File: config.mk
export PLATFORM = sky130hd
export DESIGN_NAME = clkswitch_sync
export DESIGN_NICKNAME = d
export VERILOG_FILES = /design/src/rtl/clkswitch_pkg.sv /design/src/rtl/clkswitch_sync_sync_bit.sv /design/src/rtl/clkswitch_sync.sv
export SDC_FILE = /design/constraint.sdc
export NUM_CORES = 1
export LEC_CHECK = 0
export ABC_AREA = 0
export CORE_MARGIN = 1
export CORE_UTILIZATION = 53
export DETAILED_ROUTE_END_ITERATION = 7
export GPL_TIMING_DRIVEN = 0
export PLACE_DENSITY = 0.79
export RECOVER_POWER = 100
export SETUP_SLACK_MARGIN = 0.05
export SYNTH_ARGS = -nofsm -noshare
export SYNTH_HDL_FRONTEND = slang
export SYNTH_SLANG_ARGS = --single-unit
File: constraint.sdc
create_clock -name hsclk_in -period 2.6 [get_ports hsclk_in]
set_input_delay 0.39 -clock hsclk_in [delete_from_list [all_inputs] [get_ports hsclk_in]]
set_output_delay 0.39 -clock hsclk_in [all_outputs]
set_load 0.02 [all_outputs]
File: src/rtl/clkswitch_pkg.sv
// Shared types and reset constants for the 65816 PHI2 clock switch.
// State encoding plus the power-on values of every register.
package clkswitch_pkg;

  typedef enum logic [1:0] {
    LS_RUN  = 2'd0,
    HS_RUN  = 2'd1,
    WAIT_LS = 2'd2
  } state_t;

  localparam state_t RST_STATE  = LS_RUN;
  localparam logic   RST_CLKOUT = 1'b1;
  localparam logic   RST_SYNC   = 1'b1;
  localparam logic   RST_RDY    = 1'b1;
  localparam logic   RST_HS_SEL = 1'b0;
  localparam logic   RST_LS_SEL = 1'b1;

endpackage

File: src/rtl/clkswitch_sync_sync_bit.sv
// Multi-flop synchroniser for a single asynchronous bit.
// Resets to RST_VAL so the consumer sees a known level immediately.
module sync_bit #(
  parameter int   STAGES  = 2,
  parameter logic RST_VAL = 1'b1
) (
  input  logic clk,
  input  logic rst_b,
  input  logic d,
  output logic q
);

  logic [STAGES-1:0] sr;

  always_ff @(posedge clk or negedge rst_b) begin
    if (!rst_b) begin
      sr <= {STAGES{RST_VAL}};
    end else begin
      sr <= {sr[STAGES-2:0], d};
    end
  end

  assign q = sr[STAGES-1];

endmodule

File: src/rtl/clkswitch_sync.sv
// PHI2 generator: divided hsclk or synchronised lsclk, switched only
// while clkout is high so the CPU never sees a runt phase.
import clkswitch_pkg::*;

module clkswitch_sync #(
  parameter int DIV_W         = 2,
  parameter int SYNC_STAGES   = 2,
  parameter int RDY_ON_SWITCH = 1
) (
  input  logic             hsclk_in,
  input  logic             rst_b,
  input  logic             lsclk_in,
  input  logic             hsclk_sel,
  input  logic [DIV_W-1:0] div_sel,
  output logic             clkout,
  output logic             hsclk_selected,
  output logic             lsclk_selected,
  output logic             rdy,
  output logic             phi2_end
);

  localparam logic RDY_EN = (RDY_ON_SWITCH != 0);

  state_t           state;
  logic [DIV_W-1:0] cnt;
  logic [DIV_W-1:0] div_q;
  logic             ls_s;
  logic             ls_d;

  sync_bit #(
    .STAGES  (SYNC_STAGES),
    .RST_VAL (RST_SYNC)
  ) u_ls_sync (
    .clk   (hsclk_in),
    .rst_b (rst_b),
    .d     (lsclk_in),
    .q     (ls_s)
  );

  always_ff @(posedge hsclk_in or negedge rst_b) begin
    if (!rst_b) begin
      state          <= RST_STATE;
      clkout         <= RST_CLKOUT;
      cnt            <= '0;
      div_q          <= '0;
      ls_d           <= RST_SYNC;
      hsclk_selected <= RST_HS_SEL;
      lsclk_selected <= RST_LS_SEL;
      rdy            <= RST_RDY;
      phi2_end       <= 1'b0;
    end else begin
      ls_d     <= ls_s;
      phi2_end <= 1'b0;
      unique case (state)
        LS_RUN: begin
          // ls_s leads clkout by one cycle, so this is mid-high
          if (hsclk_sel && clkout && ls_s) begin
            state          <= HS_RUN;
            cnt            <= div_sel;
            div_q          <= div_sel;
            hsclk_selected <= 1'b1;
            lsclk_selected <= 1'b0;
            rdy            <= 1'b1;
          end else begin
            clkout   <= ls_s;
            phi2_end <= clkout & ~ls_s;
            rdy      <= ~(RDY_EN & hsclk_sel);
          end
        end
        HS_RUN: begin
          if (cnt != '0) begin
            cnt <= cnt - 1'b1;
          end else if (!clkout) begin
            clkout <= 1'b1;
            cnt    <= div_sel;
            div_q  <= div_sel;
          end else if (hsclk_sel) begin
            clkout   <= 1'b0;
            cnt      <= div_q;
            phi2_end <= 1'b1;
          end else begin
            state          <= WAIT_LS;
            hsclk_selected <= 1'b0;
            rdy            <= ~RDY_EN;
          end
        end
        WAIT_LS: begin
          if (hsclk_sel) begin
            state          <= HS_RUN;
            cnt            <= div_sel;
            div_q          <= div_sel;
            hsclk_selected <= 1'b1;
            rdy            <= 1'b1;
          end else if (ls_s && !ls_d) begin
            state          <= LS_RUN;
            lsclk_selected <= 1'b1;
            rdy            <= 1'b1;
          end
        end
        default: begin
          state          <= RST_STATE;
          clkout         <= RST_CLKOUT;
          hsclk_selected <= RST_HS_SEL;
          lsclk_selected <= RST_LS_SEL;
          rdy            <= RST_RDY;
        end
      endcase
    end
  end

endmodule
==> results of run 1 <==
[layout make-up]
class / count / area (sq um)
flip-flops and latches: 14 / 358
fillers: 99 / 318
multi-input cells: 51 / 302
repair buffers: 10 / 100
clock buffers: 4 / 36.3
well taps: 14 / 17.5
plain buffers: 3 / 13.8
inverters: 3 / 11.3
[cell usage in the layout (no fill, tap or decap)]
cell type,n
a21o_1,1
a22o_1,1
nor3b_1,1
o21a_1,1
dfrtp_1,8
nand2b_1,2
or4b_1,1
clkbuf_8,1
nand4_1,1
nor3_1,2
nor2b_1,3
clkdlybuf4s50_1,2
a211o_1,1
nand3_1,3
mux2_2,1
nand3b_1,1
a211oi_1,1
and4b_4,1
a31oi_1,2
nor2_1,6
mux2i_1,1
o21ai_0,6
buf_2,2
clkbuf_4,3
nand2_1,7
a21oi_1,5
inv_1,3
dlygate4sd3_1,8
clkbuf_1,1
dfstp_1,1
dfstp_2,5
a21boi_0,1
o211ai_1,2
[flip-flops by register name, summed over array words and instances (netlist names)]
signal / cells
clkout: 1
cnt: 2
div_q: 2
hsclk_selected: 1
ls_d: 1
lsclk_selected: 1
phi2_end: 1
rdy: 1
state: 2
u_ls_sync.sr: 2
[kinds of logic (layout without fill, tap and decap cells)]
family                 Yosys count  in the layout  share of synthesized area (%)
AND/OR/NAND/NOR                 28             28                           22.4
AO/OA/AOI/OAI                   21             21                           18.9
flip-flops                      14             14                           52.0
buffers and inverters            6             20                           3.64
multiplexers                     2              2                           3.09
[metrics by stage]
step	hold WS [ns]	instance area, sq um	total power [mW]	setup slack [ns]
after global placement	0.346	806	0.776	0.519
after CTS	0.364	842	0.941	0.739
after global routing	0.371	838	0.978	0.640
after detailed placement	0.352	806	0.783	0.537
after floorplan	0.0944	688	0.648	1.01
final	0.367	838	0.913	0.675
[layer usage]
metal  share of wire (%)  GRT usage [%]  vias to the layer above
met5                   0              0                        -
met4                0.85           16.1                        0
met3                 4.6           3.49                        2
met2                  46           33.9                       19
met1                  49           29.4                      259
li1                    -              -                      285
[path summary, 6_finish.rpt]
check                                     start               to  slack, ns  depth (start not counted)
min in group asynchronous                 rst_b   hsclk_selected       0.56                          1
worst min-delay path            u_ls_sync.sr[0]  u_ls_sync.sr[1]       0.37                          0
worst max-delay path                  hsclk_sel           cnt[1]       0.67                          4
worst max register to register           clkout           cnt[1]       0.98                          3
max in group asynchronous                 rst_b         state[0]       1.63                          1
worst min register to register  u_ls_sync.sr[0]  u_ls_sync.sr[1]       0.37                          0
[where the power goes]
group | switching (mW) | internal, mW
clock network | 0.0669 | 0.0852
registers | 0.0569 | 0.306
logic | 0.220 | 0.179
total | 0.343 | 0.570
==> key figures, run 1 <==
Drt
  – Post-detailed-route wirelength per cell: about 13 um
  – Routed WL: approximately 1300 um
  – DR pass1 iterations: 4
  – Vias per inst: around 5.7
  – Vias: about 570
  – 1st-iter DRT viols: 23
  – Antenna Violating Nets Remaining: 0
  – Remaining DRCs: 0

Place
  – DP HPWL: around 900 um
  – I/O Buffers: 10
  – DP Cell Count: 95
  – GPL Wtd Cong: between 0.7 and 0.8

Yosys
  – Sequential area share after synthesis: between 50% and 60%
  – Mapped Area: 688 sq um
  – Share of the synthesized area in the top cell type: 29.1%
  – EDFF count, synth: 0
  – Synth cell types: 28
  – Mapped Nets: 77
  – Cell with the most instances after synthesis: dfrtp_1
  – Most common library cells after synthesis: dfrtp_1, nand2_1, dfstp_2, nor2_1, o21ai_0
  – Synth top area cells: dfrtp_1, dfstp_2, o21ai_0
  – Yosys Warn Count: 0
  – Syn Inst Count: between 70 and 80
  – Async SR Flop Fraction: 100%
  – Ys flop type: dfrtp_1
  – Synth area leader: dfrtp_1
  – Avg Inst Size Synth: 9.69 sq um
  – FF+latch count, synth: 14

Hold path
  – Worst hold path type: register to register

Clock tree
  – CTS Buf Count: 3
  – Post-cts hold buffer count: 0
  – CTS Sinks: 14
  – CTS H-Tree Depth: 1
  – Worst-path clk slew: ~0.080 ns
  – Worst-case clock buffer depth: 2
  – Post_cts resized: 0
  – Clk_lat worst skew: around 0.28 ns
  – CTS tree: done
  – CTS root buffer: clkbuf_4
  – Number of setup buffers added after CTS: 0

STA
  – FMAX: between 0.5 and 0.6 GHz
  – Fin. max-slew vios: 0
  – RSZ-0062 raised after global routing: no
  – Slew headroom: between 50 and 60%
  – Clock Skews: ~0.00037 ns
  – Minimum clock period: approximately 1.9 ns
  – Period utilisation layout: approximately three quarters
  – Final setup viols: 0
  – Final Hold Vio Count: 0
  – Setup_tns: 0 ns
  – Worst Max-Slew Pin Slew: 0.625 ns

Floorplanning
  – Die H: roughly 38 um
  – Rows: 12
  – Core box area: between 1000 and 1500 sq um
  – I/O pin total: 11
  – Initial Util: about three fifths
  – Die width: about 38 um
  – Die area: 1450 sq um

Global routing
  – Global-route wire length before repair: approximately 2200 um
  – GRT overflow: 0
  – GR Util All Layers: between 20% and 30%
  – Antenna violations before repair: 0
  – Largest net degree at the start of global routing: 15
  – Vias in the first global route: between 500 and 600

Pwr
  – Max VDD drop: around 0.00056 V
  – Cell leakage power: 0.365 nW
  – Pwr Density: between 1000 and 1500 nW/um^2

Finish
  – Util after Layout: between 70% and 80%
  – Fin cells: slightly below 100
  – Net count reported at finish: 92
  – Area delta synth->final: 21.8%
  – Antenna cells: 0
  – Layout cell share with drive strength beyond 1: 15.3%

Critical path
  – Crit path DAT: between 2 and 2.5 ns
  – CP Launch Type: input pin
  – Slowest-stage cell, CP: dlygate4sd3_1
  – Crit Path Max Fanout: 8
  – Critical path's top delay family: simple AND/OR/NAND/NOR gates
  – Critical path cell sequence: dlygate4sd3_1 > or4b_1 > and4b_4 > a22o_1
  – Crit Path Class: input pin to register
  – Nature of the critical path endpoint: register
  – Buffers & Inverters on Critical Path: 1
  – Worst EP required: around 2.8 ns
  – Max incr delay on CP: roughly 0.65 ns

Run
  – Max-cap violations: 0

Status
  – Status: finished, final reports clean
Note: power is estimated with default switching activity, not from simulation.
==> run 2: changes to the inputs <==
- CORE_UTILIZATION: 53 -> 50
- PLACE_DENSITY: 0.79 -> 0.75
- clock period: 2.6 -> 1.85 ns (I/O delays scaled with it)
==> key figures, run 2 (synthesis gave the netlist of run 1 again) <==
Finish
  – Net count reported at finish: 92 (unchanged)
  – Antenna cells: 0 (unchanged)
  – Most frequent cells in the layout: dfrtp_1, nand2_1, nor2_1, o21ai_0, dlygate4sd3_1 (was dfrtp_1, dlygate4sd3_1, nand2_1)
  – Area delta synth->final: 22.5% (was 21.8%)
  – Layout cell share with drive strength beyond 1: 15.3% (unchanged)
  – Fill cells: 105 (was 99)
  – Fin cells: 100 (was 99)
  – Leading cell type in the layout, fill and taps excluded: dfrtp_1

Clock tree
  – Number of setup buffers added after CTS: 0 (unchanged)
  – Worst-case clock buffer depth: 2 (unchanged)
  – CTS root buffer: clkbuf_4 (unchanged)
  – Post-cts hold buffer count: 0 (unchanged)
  – Worst-path clk slew: 0.09 ns (was 0.08 ns)
  – Clk_lat worst skew: 0.29 ns (was 0.28 ns)
  – CTS Buf Count: 3 (unchanged)
  – CTS tree: done (unchanged)
  – CTS Sinks: 14 (unchanged)
  – CTS H-Tree Depth: 1 (unchanged)
  – Post_cts resized: 0 (unchanged)

Place
  – GPL Wtd Cong: 0.766 (was 0.792)
  – DP HPWL: 953 um (was 925 um)
  – I/O Buffers: 10 (unchanged)
  – DP Cell Count: 96 (was 95)

Drt
  – 1st-iter DRT viols: 9 (was 23)
  – Top layer in use: met4 (unchanged)
  – Remaining DRCs: 0 (unchanged)
  – M1 WL: 629 um (was 632 um)
  – Post-detailed-route wirelength per cell: 13.2 um (was 13.1 um)
  – Vias per inst: 5.79 (was 5.71)
  – Met3 WL: 63 um (was 60 um)
  – Routed WL: 1320 um (was 1300 um)
  – DR pass1 iterations: 4 (unchanged)
  – Vias: 579 (was 565)
  – Met2 Routed Length: 604 um (was 595 um)
  – Antenna Violating Nets Remaining: 0 (unchanged)

Pwr
  – Cell leakage power: 0.364 nW (was 0.365 nW)
  – Pwr Density: 1540 nW/um^2 (was 1090 nW/um^2)
  – Max VDD drop: 0.000856 V (was 0.000565 V)

STA
  – Final setup viols: 0 (unchanged)
  – Minimum clock period: between 1.5 and 2 ns
  – Slew headroom: 58.1% (was 58.2%)
  – Worst Max-Slew Pin Slew: 0.626 ns (was 0.625 ns)
  – Period utilisation layout: 94.9%
  – RSZ-0062 raised after global routing: no (unchanged)
  – FMAX: ~0.57 GHz
  – Final Hold Vio Count: 0 (unchanged)
  – Clock Skews: 0.00385 ns (was 0.000371 ns)
  – Final Hold Slack: 0.366 ns (was 0.367 ns)
  – Fin. max-slew vios: 0 (unchanged)

Floorplanning
  – Die width: 39.1 um (was 38.0 um)
  – Core box area: 1280 sq um (was 1160 sq um)
  – Initial Util: 53.6% (was 59.5%)
  – I/O pin total: 11 (unchanged)
  – Die H: 39.1 um (was 38.0 um)
  – Die area: 1530 sq um (was 1450 sq um)
  – Rows: 13 (was 12)

Critical path
  – Worst reg-to-reg setup slack: 0.28 ns (was 0.98 ns)
  – Cell count along the critical path: 4 (unchanged)
  – R2R depth: 3 (unchanged)
  – Buffers & Inverters on Critical Path: 1 (unchanged)
  – Worst EP required: 2.04 ns (was 2.77 ns)
  – Slowest-stage cell, CP: dlygate4sd3_1 (unchanged)
  – Max incr delay on CP: 0.65 ns (about the same)
  – Crit Path Class: input pin to register (unchanged)
  – Critical path cell sequence: dlygate4sd3_1 > or4b_4 > and4b_4 > a22o_1 (was dlygate4sd3_1 > or4b_1 > and4b_4 > a22o_1)
  – Crit Reg-Reg Endpoint: cnt[1] (unchanged)
  – Critical path's top delay family: simple AND/OR/NAND/NOR gates (unchanged)
  – CP Launch Type: input pin (unchanged)
  – Crit path DAT: 1.94 ns (was 2.10 ns)
  – Crit Path Max Fanout: 8 (unchanged)
  – Worst r2r src: clkout (unchanged)
  – Nature of the critical path endpoint: register (unchanged)

Global routing
  – GRT overflow: 0 (unchanged)
  – Largest net degree at the start of global routing: 15 (unchanged)
  – GR Util All Layers: 21.3% (was 22.6%)
  – Global-route wire length before repair: 2170 um (was 2210 um)
  – Vias in the first global route: 518 (was 527)
  – Antenna violations before repair: 0 (unchanged)

Run
  – Max-cap violations: 0 (unchanged)

Hold path
  – Hold path start: u_ls_sync.sr[0] (unchanged)
  – Worst hold path type: register to register (unchanged)
  – WHS Path Cells: 0 (unchanged)
  – Hold path endpoint: u_ls_sync.sr[1] (unchanged)

Status
  – Status: finished, final reports clean (unchanged)
run 2: power by group:
part	internal (mW)	switching [mW]
registers	0.429	0.0791
clock network	0.120	0.108
logic	0.263	0.304
total	0.812	0.491
run 2: layer usage:
layer / vias to the layer above / track usage, %
li1: 282 / -
met5: - / 0
met4: 0 / 7.76
met2: 15 / 35.0
met3: 4 / 5.20
met1: 278 / 26.6
run 2: how the worst max path moves through the flow:
stage | startpoint | endpoint | slack (ns)
after floorplan | clkout | cnt[1] | 0.26
after global placement | hsclk_sel | cnt[1] | -0.12
after detailed placement | hsclk_sel | cnt[1] | -0.12
after CTS | clkout | clkout | 0.11
after global routing | rdy | rdy | 0.04
final | hsclk_sel | cnt[1] | 0.09
run 2: cell type report:
| class | count | area (sq um) | area share [%] |
|---|---|---|---|
| Buffer | 3 | 13.8 | 1.63 |
| Clock buffer | 4 | 36.3 | 4.30 |
| Inverter | 3 | 11.3 | 1.34 |
| Multi-Input combinational cell | 51 | 305 | 36.2 |
| Sequential cell | 14 | 358 | 42.4 |
| Tap cell | 15 | 18.8 | 2.23 |
| Timing Repair Buffer | 10 | 100 | 11.9 |
run 2: metrics by stage:
| step | util [%] | worst slack [ns] | total power [mW] | TNS, ns | area [sq um] |
|---|---|---|---|---|---|
| after floorplan | - | 0.264 | 0.911 | 0 | 688 |
| after global placement | 62.8 | -0.117 | 1.09 | -0.186 | 807 |
| after detailed placement | 62.8 | -0.122 | 1.10 | -0.191 | 807 |
| after CTS | 65.6 | 0.108 | 1.32 | 0 | 843 |
| after global routing | 65.6 | 0.0419 | 1.39 | 0 | 843 |
| final | 65.6 | 0.0948 | 1.30 | 0 | 843 |
